<file path="src/rtl/keypad_scanner.sv">
// 4x4 matrix keypad scanner: drives one active-low column at a time, classifies each
// four-column frame and debounces presses and releases with a small FSM.
module keypad_scanner #(
  parameter int unsigned SCAN_DIV       = 50000,
  parameter int unsigned DEBOUNCE_SCANS = 4
) (
  input  logic       clk,
  input  logic       reset,
  input  logic [3:0] rows,
  output logic [3:0] cols,
  output logic [3:0] key_code,
  output logic       key_valid,
  output logic       key_pressed
);

  localparam int unsigned DivW    = $clog2(SCAN_DIV);
  localparam logic [DivW-1:0] DivLast = DivW'(SCAN_DIV - 1);
  localparam logic [3:0]  DebN    = 4'(DEBOUNCE_SCANS);

  typedef enum logic [1:0] {StIdle, StDebounce, StPressed, StReleasing} state_e;

  logic [3:0]      rows_s1_q, rows_s2_q;
  logic [DivW-1:0] div_q;
  logic [1:0]      col_idx_q, col_idx_d;
  logic [3:0]      cols_q;
  logic            tc, frame_end;

  // Frame accumulator: saturating hit count (0, 1, 2+) and the code of the first hit.
  logic [1:0]      hits_q, hits_d;
  logic [3:0]      acc_code_q, code_now;
  logic [2:0]      col_hits, hits_sum;
  logic [1:0]      col_row;

  state_e          state_q, state_d;
  logic [3:0]      cnt_q, cnt_d, cnt_inc;
  logic [3:0]      cand_q, cand_d;
  logic [3:0]      key_code_q, key_code_d;
  logic            key_valid_q, key_valid_d;
  logic            key_pressed_q, key_pressed_d;
  logic            is_none, is_single;

  assign tc        = (div_q == DivLast);
  assign frame_end = tc && (col_idx_q == 2'd3);
  assign col_idx_d = tc ? col_idx_q + 2'd1 : col_idx_q;

  always_comb begin
    col_hits = 3'd0;
    col_row  = 2'd0;
    for (int r = 0; r < 4; r++) begin
      if (!rows_s2_q[r]) begin
        col_hits = col_hits + 3'd1;
        col_row  = 2'(r);
      end
    end
    hits_sum = {1'b0, hits_q} + col_hits;
    hits_d   = (hits_sum >= 3'd2) ? 2'd2 : hits_sum[1:0];
    code_now = (hits_q == 2'd0) ? {col_row, col_idx_q} : acc_code_q;
  end

  assign is_none   = (hits_d == 2'd0);
  assign is_single = (hits_d == 2'd1);
  assign cnt_inc   = (cnt_q == 4'hF) ? cnt_q : cnt_q + 4'd1;

  always_ff @(posedge clk) begin
    if (reset) begin
      rows_s1_q  <= 4'hF;
      rows_s2_q  <= 4'hF;
      div_q      <= '0;
      col_idx_q  <= 2'd0;
      cols_q     <= 4'b1110;
      hits_q     <= 2'd0;
      acc_code_q <= 4'd0;
    end else begin
      rows_s1_q <= rows;
      rows_s2_q <= rows_s1_q;
      div_q     <= tc ? '0 : div_q + 1'b1;
      col_idx_q <= col_idx_d;
      // Registered from the next column index so cols always matches col_idx.
      cols_q    <= ~(4'b0001 << col_idx_d);
      if (tc) begin
        hits_q     <= frame_end ? 2'd0 : hits_d;
        acc_code_q <= code_now;
      end
    end
  end

  always_comb begin
    state_d       = state_q;
    cnt_d         = cnt_q;
    cand_d        = cand_q;
    key_code_d    = key_code_q;
    key_valid_d   = 1'b0;
    key_pressed_d = key_pressed_q;
    if (frame_end) begin
      unique case (state_q)
        StIdle: begin
          if (is_single) begin
            if (DebN <= 4'd1) begin
              state_d       = StPressed;
              key_code_d    = code_now;
              key_valid_d   = 1'b1;
              key_pressed_d = 1'b1;
              cnt_d         = 4'd0;
            end else begin
              state_d = StDebounce;
              cand_d  = code_now;
              cnt_d   = 4'd1;
            end
          end
        end
        StDebounce: begin
          if (is_single && code_now == cand_q) begin
            if (cnt_inc >= DebN) begin
              state_d       = StPressed;
              key_code_d    = cand_q;
              key_valid_d   = 1'b1;
              key_pressed_d = 1'b1;
              cnt_d         = 4'd0;
            end else begin
              cnt_d = cnt_inc;
            end
          end else if (is_single) begin
            cand_d = code_now;
            cnt_d  = 4'd1;
          end else begin
            state_d = StIdle;
            cnt_d   = 4'd0;
          end
        end
        StPressed: begin
          if (is_none) begin
            if (DebN <= 4'd1) begin
              state_d       = StIdle;
              key_pressed_d = 1'b0;
              cnt_d         = 4'd0;
            end else begin
              state_d = StReleasing;
              cnt_d   = 4'd1;
            end
          end
        end
        StReleasing: begin
          if (is_none) begin
            if (cnt_inc >= DebN) begin
              state_d       = StIdle;
              key_pressed_d = 1'b0;
              cnt_d         = 4'd0;
            end else begin
              cnt_d = cnt_inc;
            end
          end else begin
            state_d = StPressed;
            cnt_d   = 4'd0;
          end
        end
        default: state_d = StIdle;
      endcase
    end
  end

  always_ff @(posedge clk) begin
    if (reset) begin
      state_q       <= StIdle;
      cnt_q         <= 4'd0;
      cand_q        <= 4'd0;
      key_code_q    <= 4'd0;
      key_valid_q   <= 1'b0;
      key_pressed_q <= 1'b0;
    end else begin
      state_q       <= state_d;
      cnt_q         <= cnt_d;
      cand_q        <= cand_d;
      key_code_q    <= key_code_d;
      key_valid_q   <= key_valid_d;
      key_pressed_q <= key_pressed_d;
    end
  end

  assign cols        = cols_q;
  assign key_code    = key_code_q;
  assign key_valid   = key_valid_q;
  assign key_pressed = key_pressed_q;

endmodule

</file>
<file path="config.mk">
export PLATFORM = sky130hd
export DESIGN_NAME = keypad_scanner
export DESIGN_NICKNAME = d
export VERILOG_FILES = /design/src/rtl/keypad_scanner.sv
export SDC_FILE = /design/constraint.sdc
export NUM_CORES = 1
export LEC_CHECK = 0
export CAP_MARGIN = 15
export CORE_ASPECT_RATIO = 0.75
export CORE_MARGIN = 2
export CORE_UTILIZATION = 50
export CTS_BUF_LIST = sky130_fd_sc_hd__clkbuf_8
export CTS_CLUSTER_DIAMETER = 100
export DETAILED_ROUTE_END_ITERATION = 8
export GPL_TIMING_DRIVEN = 0
export PLACE_DENSITY = 0.76
export SLEW_MARGIN = 10
export SYNTH_ARGS = -nofsm -noshare
export SYNTH_HDL_FRONTEND = slang
export SYNTH_SLANG_ARGS = --single-unit
</file>
<file path="constraint.sdc">
create_clock -name clk -period 7.4 [get_ports clk]
set_input_delay 1.48 -clock clk [delete_from_list [all_inputs] [get_ports clk]]
set_output_delay 1.48 -clock clk [all_outputs]
set_load 0.005 [all_outputs]
</file>
# Word level (Yosys, flattened, before mapping)
# Index checks and enable logic that the tools add are counted.
# totals
register_bits	52
inputBits	6
out_inout_bits	10
# op_classes
reduce_logical	14
order_cmp	2
n_eq_ne	18
bitwise_logic	4
n_addsub	7
muxes	36
shift	1
# ops
cell	n
2-to-1 mux 4 bit	9
2-to-1 mux 2 bit	12
adder 16 x 1 -> 16 bit (second input constant)	1
equality test 16 bit (second input constant)	1
one-hot mux 4 bit (4 select lines)	1
!= test 2 bit (second input constant)	7
AND reduction 6 bit	2
adder 3 x 1 -> 3 bit (second input constant)	3
2-to-1 mux 3 bit	3
!= test 3 bit (second input constant)	3
2-to-1 mux 1 bit	8
one-hot mux 2 bit (4 select lines)	1
one-hot mux 4 bit (2 select lines)	1
equality test 2 bit (second input constant)	3
logical NOT 2 bit	3
AND reduction 3 bit	2
adder 4 x 1 -> 4 bit (second input constant)	1
equality test 2 x 1 -> 1 bit (second input constant)	2
equality test 4 bit	1
equality test 4 bit (second input constant)	1
greater-or-equal comparator 4 x 3 -> 1 bit (second input constant)	1
inverter 4 bit	1
AND reduction 4 bit	1
nonzero test 2 bit	2
other kinds (9)	12

# Depth between registers and ports, before layout
# Gate-level depths: netlist of run 1.
# logic_depth
depth_word	14
depth_mapped	12

# Least setup slack after synthesis of run 1
# No wires, ideal clock.
# synth_path
kind	register to register
start	register rows_s2_q[0]
end	register key_code_q[3], in the netlist key_code[3]
t_required_ns	7.268
t_arrival_ns	2.953
setup_slack_ns	4.314
period_less_slack_ns	3.086
path_stages_with_launch	12
path_cell_list	dfxtp_1 inv_1 ha_1 xnor2_1 ha_1 mux2_2 fa_1 xnor3_1 nand3_1 or3_4 o21ai_1 a21oi_1
# synth_via
elab_chain_len	13
# synth_rtl
element	line	source
from (decl)	22	logic [3:0] rows_s1_q, rows_s2_q;
from (signal assigned)	75	rows_s2_q <= rows_s1_q;
2-to-1 mux 1 bit (*)	50	if (!rows_s2_q[r]) begin
adder 3 x 1 -> 3 bit	51	col_hits = col_hits + 3'd1;
2-to-1 mux 3 bit (*)	50	
adder 3 x 1 -> 3 bit	51	
2-to-1 mux 3 bit (*)	50	
adder 3 x 1 -> 3 bit	51	
2-to-1 mux 3 bit (*)	50	
adder 2 x 3 -> 3 bit (*)	55	hits_sum = {1'b0, hits_q} + col_hits;
greater-or-equal comparator 3 x 2 -> 1 bit	56	hits_d = (hits_sum >= 3'd2) ? 2'd2 : hits_sum[1:0];
2-to-1 mux 2 bit (*)	56	
equality test 2 x 1 -> 1 bit (*)	61	assign is_single = (hits_d == 2'd1);
logical AND 1 bit (*)	112	if (is_single && code_now == cand_q) begin
AND reduction 4 bit (no source line) (*)	--	
to (signal assigned)	173	key_code_q <= key_code_d;
to (decl)	37	logic [3:0] key_code_q, key_code_d;
# Mark *: on every way between the ends. The rest lies on a longest branch, timed or not.
# A chain may end at the register's enable or synchronous reset.

# Final worst setup path of run 1
# layout_path
start	register rows_s2_q[1]
end	register cand_q[3]
# layout_via
elab_chain_len	12
# layout_rtl
element	line	source
2-to-1 mux 3 bit	50	
adder 3 x 1 -> 3 bit	51	
2-to-1 mux 3 bit	50	
adder 3 x 1 -> 3 bit	51	
2-to-1 mux 3 bit	50	
adder 2 x 3 -> 3 bit	55	
greater-or-equal comparator 3 x 2 -> 1 bit	56	
2-to-1 mux 2 bit	56	
equality test 2 x 1 -> 1 bit	61	
2-to-1 mux 4 bit or logical AND 1 bit (tied branches)	--	
2-to-1 mux 4 bit or != test 2 bit (tied branches)	--	
one-hot mux 4 bit (2 select lines) or AND reduction 3 bit (tied branches)	--	
to (signal assigned)	172	cand_q <= cand_d;
to (decl)	36	logic [3:0] cand_q, cand_d;
# Parallel ways exist; a longest one is shown, timed or not. The select of a mux whose other input is x is not followed.

==> results of run 1 <==
## state kept, by name, indices dropped and copies added, names as in the netlist
name / flops
rows_s2_q: 4
rows_s1_q: 4
hits_q: 2
div_q: 16
key_valid: 1
cols: 4
cnt_q: 4
state_q: 2
col_idx_q: 2
key_pressed: 1
cand_q: 4
acc_code_q: 4
key_code: 4
## per-layer routing
layer,part of all wire [%],vias to the layer above
met3,6.1,5
met1,53,907
met2,40,61
met5,0,-
li1,-,1035
met4,0.77,0
## cell families after synthesis
| group | count (synthesis) |
|---|---|
| AOI/OAI and AO/OA | 47 |
| xor gates and xnor gates | 19 |
| and+or+nand+nor | 139 |
| adders and majority gates | 8 |
| muxes | 2 |
| DFF | 52 |
| buffers and inverters | 18 |
## power by group
part | total, mW | internal (mW) | switching [mW] | leakage, nW
sequential | 0.285 | 0.283 | 0.00221 | 0.421
combinational | 0.0298 | 0.0128 | 0.0170 | 0.533
clock | 0.169 | 0.0766 | 0.0922 | 0.0516
total | 0.484 | 0.372 | 0.111 | 1.01
## worst max-delay path by stage
stage                             from           to  slack (ns)  cells after the start
after floorplan           rows_s2_q[0]  key_code[3]        4.31                     11
after global placement    rows_s2_q[1]    cand_q[3]        4.07                     11
after detailed placement  rows_s2_q[1]    cand_q[3]        4.01                     11
after CTS                 rows_s2_q[1]    cand_q[3]        3.98                     11
after global routing      rows_s2_q[0]    cand_q[3]        3.74                     11
final                     rows_s2_q[1]    cand_q[3]        4.00                     11
## layout by cell type, fill, tap and decap left out, types with 3 or more instances in the layout
master / count
nand4_1: 6
nor3_1: 8
nand2_1: 16
xor2_1: 9
nor2_1: 38
or3_1: 4
o21ai_1: 4
or4_1: 3
clkbuf_1: 8
xnor2_1: 9
nand2b_1: 5
o21ai_0: 6
and3_1: 5
ha_1: 7
dfxtp_1: 52
nand3_1: 20
or2_2: 11
inv_1: 7
and2_1: 4
clkbuf_8: 6
clkdlybuf4s50_1: 14
a21oi_1: 19
## area by class of cell
| class | instances | area [sq um] |
|---|---|---|
| repair buffers | 14 | 140 |
| fillers | 442 | 2040 |
| clock inverters | 2 | 13.8 |
| multi-input cells | 215 | 1360 |
| clock buffers | 6 | 82.6 |
| inverters | 7 | 26.3 |
| well taps | 60 | 75.1 |
| flip-flops and latches | 52 | 1040 |
| plain buffers | 11 | 46.3 |
## metrics by stage
| step | utilization (%) | power (mW) | cell area (sq um) |
|---|---|---|---|
| floorplan | - | 0.313 | 2470 |
| global placement | 55.7 | 0.321 | 2680 |
| detailed placement | 55.7 | 0.321 | 2680 |
| CTS | 57.7 | 0.490 | 2780 |
| global route | 57.7 | 0.506 | 2780 |
| finish | 57.7 | 0.484 | 2780 |
## worst max-delay path, cell delays in order, from the launching register on
cell and delay, ns:
dfxtp_1 0.35, inv_1 0.05, ha_1 0.30, xnor2_1 0.24, ha_1 0.27, mux2_2 0.28, fa_1 0.38, xnor3_1 0.46
and2_0 0.32, nand4_1 0.22, or3_1 0.35, a21oi_1 0.12
==> impl_metrics.toml, run 1 <==
[routing]
post_route_drc_violation_count = 0
via_count = 2008
viasPerCell = 5.47
post_drt_antenna_nets = 0
postRouteWirelength_mm = 4.66
drt_first_pass_iters = 4
detail_route.wl_per_cell_microns = 12.7
drt-initial-drc-count = 115

[cts]
tritoncts = "done"
cts_root_buf = "clkbuf_8"
cts_htree_levels = 2
clock_tree.buffer_depth = 2
cts_inserted_buffers = 5
clk_transition_reported_paths_ns = 0.09
cts-hold-fix-buffers = 0
clkLatencyLatePin_ns = 0.31
cts.sink_count = 52
post_cts_resized = 0
cts_setup_buffers = 0

[yosys]
synthDominantCellAreaShare_pct = 42.2
avgSynthCellArea_sq_um = 8.66
post_synth_main_area_contributors = "dfxtp_1 42%, nor2_1 5.8%, nand3_1 4.1%, a21oi_1 3.9%, ha_1 3.5%"
yosys_warnings = 0
synth.net_count = 299
muxShareOfSynthArea_pct = 0.862
synth_top_area_cell = "dfxtp_1"
synthCells = 285
post_synthesis_share_of_cell_area_spent_on_full_adders_half_adders_and_majority_gates_pct = 4.36
dominant_combinational_cell_family_by_area_after_synthesis = "simple AND/OR/NAND/NOR gates"
syn_area_sq_um = 2470
yosysSeqAreaShare_pct = 42.2
yosys.area_share.xor_xnor_pct = 7.30
synthTopCellsByCount = "52 x dfxtp_1, 38 x nor2_1, 20 x nand3_1"
synth-async-reset-ratio_pct = 0
simple_gate_fraction_of_synth_area_pct = 30.4
yosys.cell_types.count = 56
synth-compound-area-share_pct = 12.0
post-synth-top-count-cell = "dfxtp_1"
postSynth.topFlopCell = "dfxtp_1"
ys_ff_latch = 52
synth-edff-count = 0

[floorplanning]
num_rows = 22
area_inside_the_core_boundary_sq_um = 4820
num_io_pins = 16
fp.dieW_microns = 85.1
dieHeight_microns = 64.9
floorplan.initialDensity_pct = 51.2
die-area_sq_um = 5520

[placement]
dpl.hpwl_mm = 3.54
detailedPlace.worstSlack_ns = 4.01
placer_congestion = 0.932
placed_cells_incl_taps = 359
buffer_ports.inserted = 14

[worst_setup_path]
timing_worst_setup_path_type = "reg2reg"
critical_path_required_ns = 7.64
critPathLaunchType = "flip-flop"
reg2reg_slack_ns = 4.00
rr_worst_depth = 11
timing.critical_path.fanout_max = 6
startpoint_of_the_most_critical_register_to_register_path = "rows_s2_q[1]"
worst_path_arrival_time_ns = 3.64
r2r_end = "cand_q[3]"
worst_setup_path_end_kind = "flip-flop"

[grt]
antenna_violations_before_repair = 0
first_pass_grt_wire_length_mm = 8.34
grt_use_met2_pct = 28.4
grtUsageMet3_pct = 4.46
global_route.usage.met1_pct = 26.5
grt-ovfl-total = 0
gr-max-usage-layer = "met2"
via_count_of_the_first_global_routing_pass = 1891
track_usage_pct = 18.8
grt_start_max_net_pins = 17

[timing]
rsz0062_at_grt = "false"
timing.final.setup_violations = 0
final_max_slew_viol_count = 0
timing.max_slew.rel_slack_pct = 65.5
min_period_ns = 3.40
hold_ws_ns = 0.415
timing.fmax_mhz = 294
final.period_utilization_pct = 46.0
post-route-worst-setup-slack_ns = 4.00
totalNegativeSetupSlack_ns = 0
finalHoldViolCount = 0
skew_ns = 0.00886
worst_slew_pin_slew_ns = 0.512

[worst_hold_path]
worstHoldPathCells = 1
worst_hold_path.endpoint = "rows_s2_q[3]"
min_delay_startpoint = "rows_s1_q[3]"
worst_hold_path_type = "reg2reg"

[job]
maxCapViolations = 0

[layout]
final-instance-count-excl-fill = 367
area_delta_synth_final_pct = 12.6
nets = 320
num_antenna_cells = 0
final_layout_size_suffix_gt1_share_pct = 9.77

[outcome]
run_status = "finished clean"

[power]
cellPowerDensity_nw_per_um2 = 174
vdd_drop_max_v = 0.000121
leakage_nw = 1.01
(Power assumes the default switching activity.)
==> inputs of run 2 (changes only) <==
==> constraint.sdc (replaced) <==
create_clock -name clk -period 3.55 [get_ports clk]
set_input_delay 0.71 -clock clk [delete_from_list [all_inputs] [get_ports clk]]
set_output_delay 0.71 -clock clk [all_outputs]
set_load 0.005 [all_outputs]
==> impl_metrics.toml, run 2 (synthesis gave the netlist of run 1 again) <==
[power]
pwr-share-comb_pct = 6.3
leakage_nw = 1.01
cellPowerDensity_nw_per_um2 = 362
swShare_pct = 23.0
netSwitchingPower_mw = 0.232
pwr-share-clk_pct = 34.8
sequential_power_share_pct = 58.9
vdd_drop_max_v = 0.000251
cell_internal_pwr_mw = 0.777

[routing]
post_drt_antenna_nets = 0
via_count = 2017
detail_route.wl_per_cell_microns = 12.8
drt-initial-drc-count = 127
drt_first_pass_iters = 4
postRouteWirelength_mm = 4.69
viasPerCell = 5.50
post_route_drc_violation_count = 0

[cts]
tritoncts = "done"
clk_transition_reported_paths_ns = 0.09
cts_inserted_buffers = 5
cts_root_buf = "clkbuf_8"
post_cts_resized = 0
clock_tree.buffer_depth = 2
cts-hold-fix-buffers = 0
cts.sink_count = 52
cts_htree_levels = 2
clkLatencyLatePin_ns = 0.31
cts_setup_buffers = 0

[worst_setup_path]
reg2reg_slack_ns = 0.22
timing_worst_setup_path_type = "reg2reg"
timing.critical_path.fanout_max = 5
critical_path.max_stage_delay_ns = 0.47
critical_path_required_ns = 3.72
crit_path_start = "rows_s2_q[1]"
family_with_the_most_delay_on_the_worst_path = "adder cells"
startpoint_of_the_most_critical_register_to_register_path = "rows_s2_q[1]"
worst_path_arrival_time_ns = 3.50
critical_path.cell_chain = "inv_1 > ha_1 > xnor2_2 > ha_1 > mux2_2 > fa_1 > xnor3_1 > nand3_1 > or3_4 > o21ai_1 > a21oi_1"
worst_setup_path_end_kind = "flip-flop"
rr_worst_depth = 11
path_common_cell = "ha_1"
critPathLaunchType = "flip-flop"
critPathSlowestCell = "or3_4"
r2r_end = "key_code[0]"
cp_num_buf_inv = 1

[grt]
first_pass_grt_wire_length_mm = 8.34
antenna_violations_before_repair = 0
track_usage_pct = 18.8
grt_start_max_net_pins = 17
via_count_of_the_first_global_routing_pass = 1891
grt-ovfl-total = 0

[floorplanning]
die-area_sq_um = 5520
fp.dieW_microns = 85.1
dieHeight_microns = 64.9
num_io_pins = 16
area_inside_the_core_boundary_sq_um = 4820
num_rows = 22
floorplan.initialDensity_pct = 51.2

[worst_hold_path]
worst_hold_path_type = "reg2reg"
min_delay_startpoint = "rows_s1_q[3]"
worst_hold_path.endpoint = "rows_s2_q[3]"
worstHoldPathCells = 1

[timing]
timing.fmax_mhz = 301
rsz0062_at_grt = "false"
skew_ns = 0.00889
min_period_ns = 3.33
finalHoldViolCount = 0
timing.max_slew.rel_slack_pct = 65.7
timing.final.setup_violations = 0
worst_slew_pin_slew_ns = 0.510
final_max_slew_viol_count = 0
totalNegativeSetupSlack_ns = 0
final.period_utilization_pct = 93.7
post-route-worst-setup-slack_ns = 0.224

[layout]
regMostFlops = "div_q"
mostFrequentLayoutCells = "52 x dfxtp_1, 38 x nor2_1, 20 x nand3_1"
final_core_util_pct = 57.9
largest_register_ff_count = 16
nets = 320
final_layout_size_suffix_gt1_share_pct = 10.1
area_delta_synth_final_pct = 12.9
layout_commonest_cell = "dfxtp_1"
num_antenna_cells = 0
design_area_sq_um = 2790

[placement]
dpl.hpwl_mm = 3.54
buffer_ports.inserted = 14
dpl-instance-area_sq_um = 2680
detailedPlace.worstSlack_ns = 0.158
placer_congestion = 0.932

[job]
maxCapViolations = 0

[outcome]
run_status = "finished clean"
## run 2: cell count changes in the layout (fill, tap and decap cells not counted)
cell     delta
and2_0      -1
and2_1      +1
xnor2_2     +1
xnor2_1     -1
## run 2: worst max path at each step
| stage | endpoint | slack (ns) | cells after the start |
|---|---|---|---|
| after detailed placement | cand_q[3] | 0.16 | 11 |
| after global placement | cand_q[3] | 0.22 | 11 |
| after floorplan | key_code[3] | 0.46 | 11 |
| after CTS | cand_q[3] | 0.13 | 11 |
| final | key_code[0] | 0.22 | 11 |
| after global routing | key_code[0] | 0.008 | 11 |
## run 2: power by group through the flow
stage               Combinational, mW  Clock, mW  Sequential, mW
floorplan                      0.0457          0           0.608
global route                   0.0708      0.390           0.596
finish                         0.0633      0.351           0.595
CTS                            0.0617      0.365           0.595
global placement               0.0605          0           0.608
detailed placement             0.0613          0           0.608
## run 2: layout make-up
cell class | instances | area (sq um)
fill | 443 | 2030
multi-input combinational | 215 | 1360
sequential | 52 | 1040
timing repair buffer | 14 | 140
clock buffer | 6 | 82.6
tap | 60 | 75.1
buffer | 11 | 46.3
inverter | 7 | 26.3
clock inverter | 2 | 13.8
## run 2: per-stage QoR
| step | total power [mW] | hold slack [ns] | std cells |
|---|---|---|---|
| 5_1_grt | 1.06 | 0.437 | 367 |
| 2_1_floorplan | 0.653 | 0.389 | 285 |
| 3_3_place_gp | 0.669 | 0.393 | 359 |
| 4_1_cts | 1.02 | 0.417 | 367 |
| 3_5_place_dp | 0.670 | 0.395 | 359 |
| 6_report | 1.01 | 0.414 | 367 |
## run 2: layer usage
layer	GRT usage, %	vias up	wire, microns
met2	28.4	59	1910
li1	-	1037	-
met1	26.5	916	2450
met4	5.95	0	36
met5	0	-	0
met3	4.46	5	285
==> inputs of run 3 (changes only) <==
--- a/config.mk
+++ b/config.mk
@@ -12,6 +12,7 @@
 export CTS_BUF_LIST = sky130_fd_sc_hd__clkbuf_8
 export CTS_CLUSTER_DIAMETER = 100
 export DETAILED_ROUTE_END_ITERATION = 8
+export GPL_ROUTABILITY_DRIVEN = 0
 export GPL_TIMING_DRIVEN = 0
 export PLACE_DENSITY = 0.76
 export SLEW_MARGIN = 10
==> results of run 3 <==
The final DEF is identical to that of run 2; final timing and power are the same.
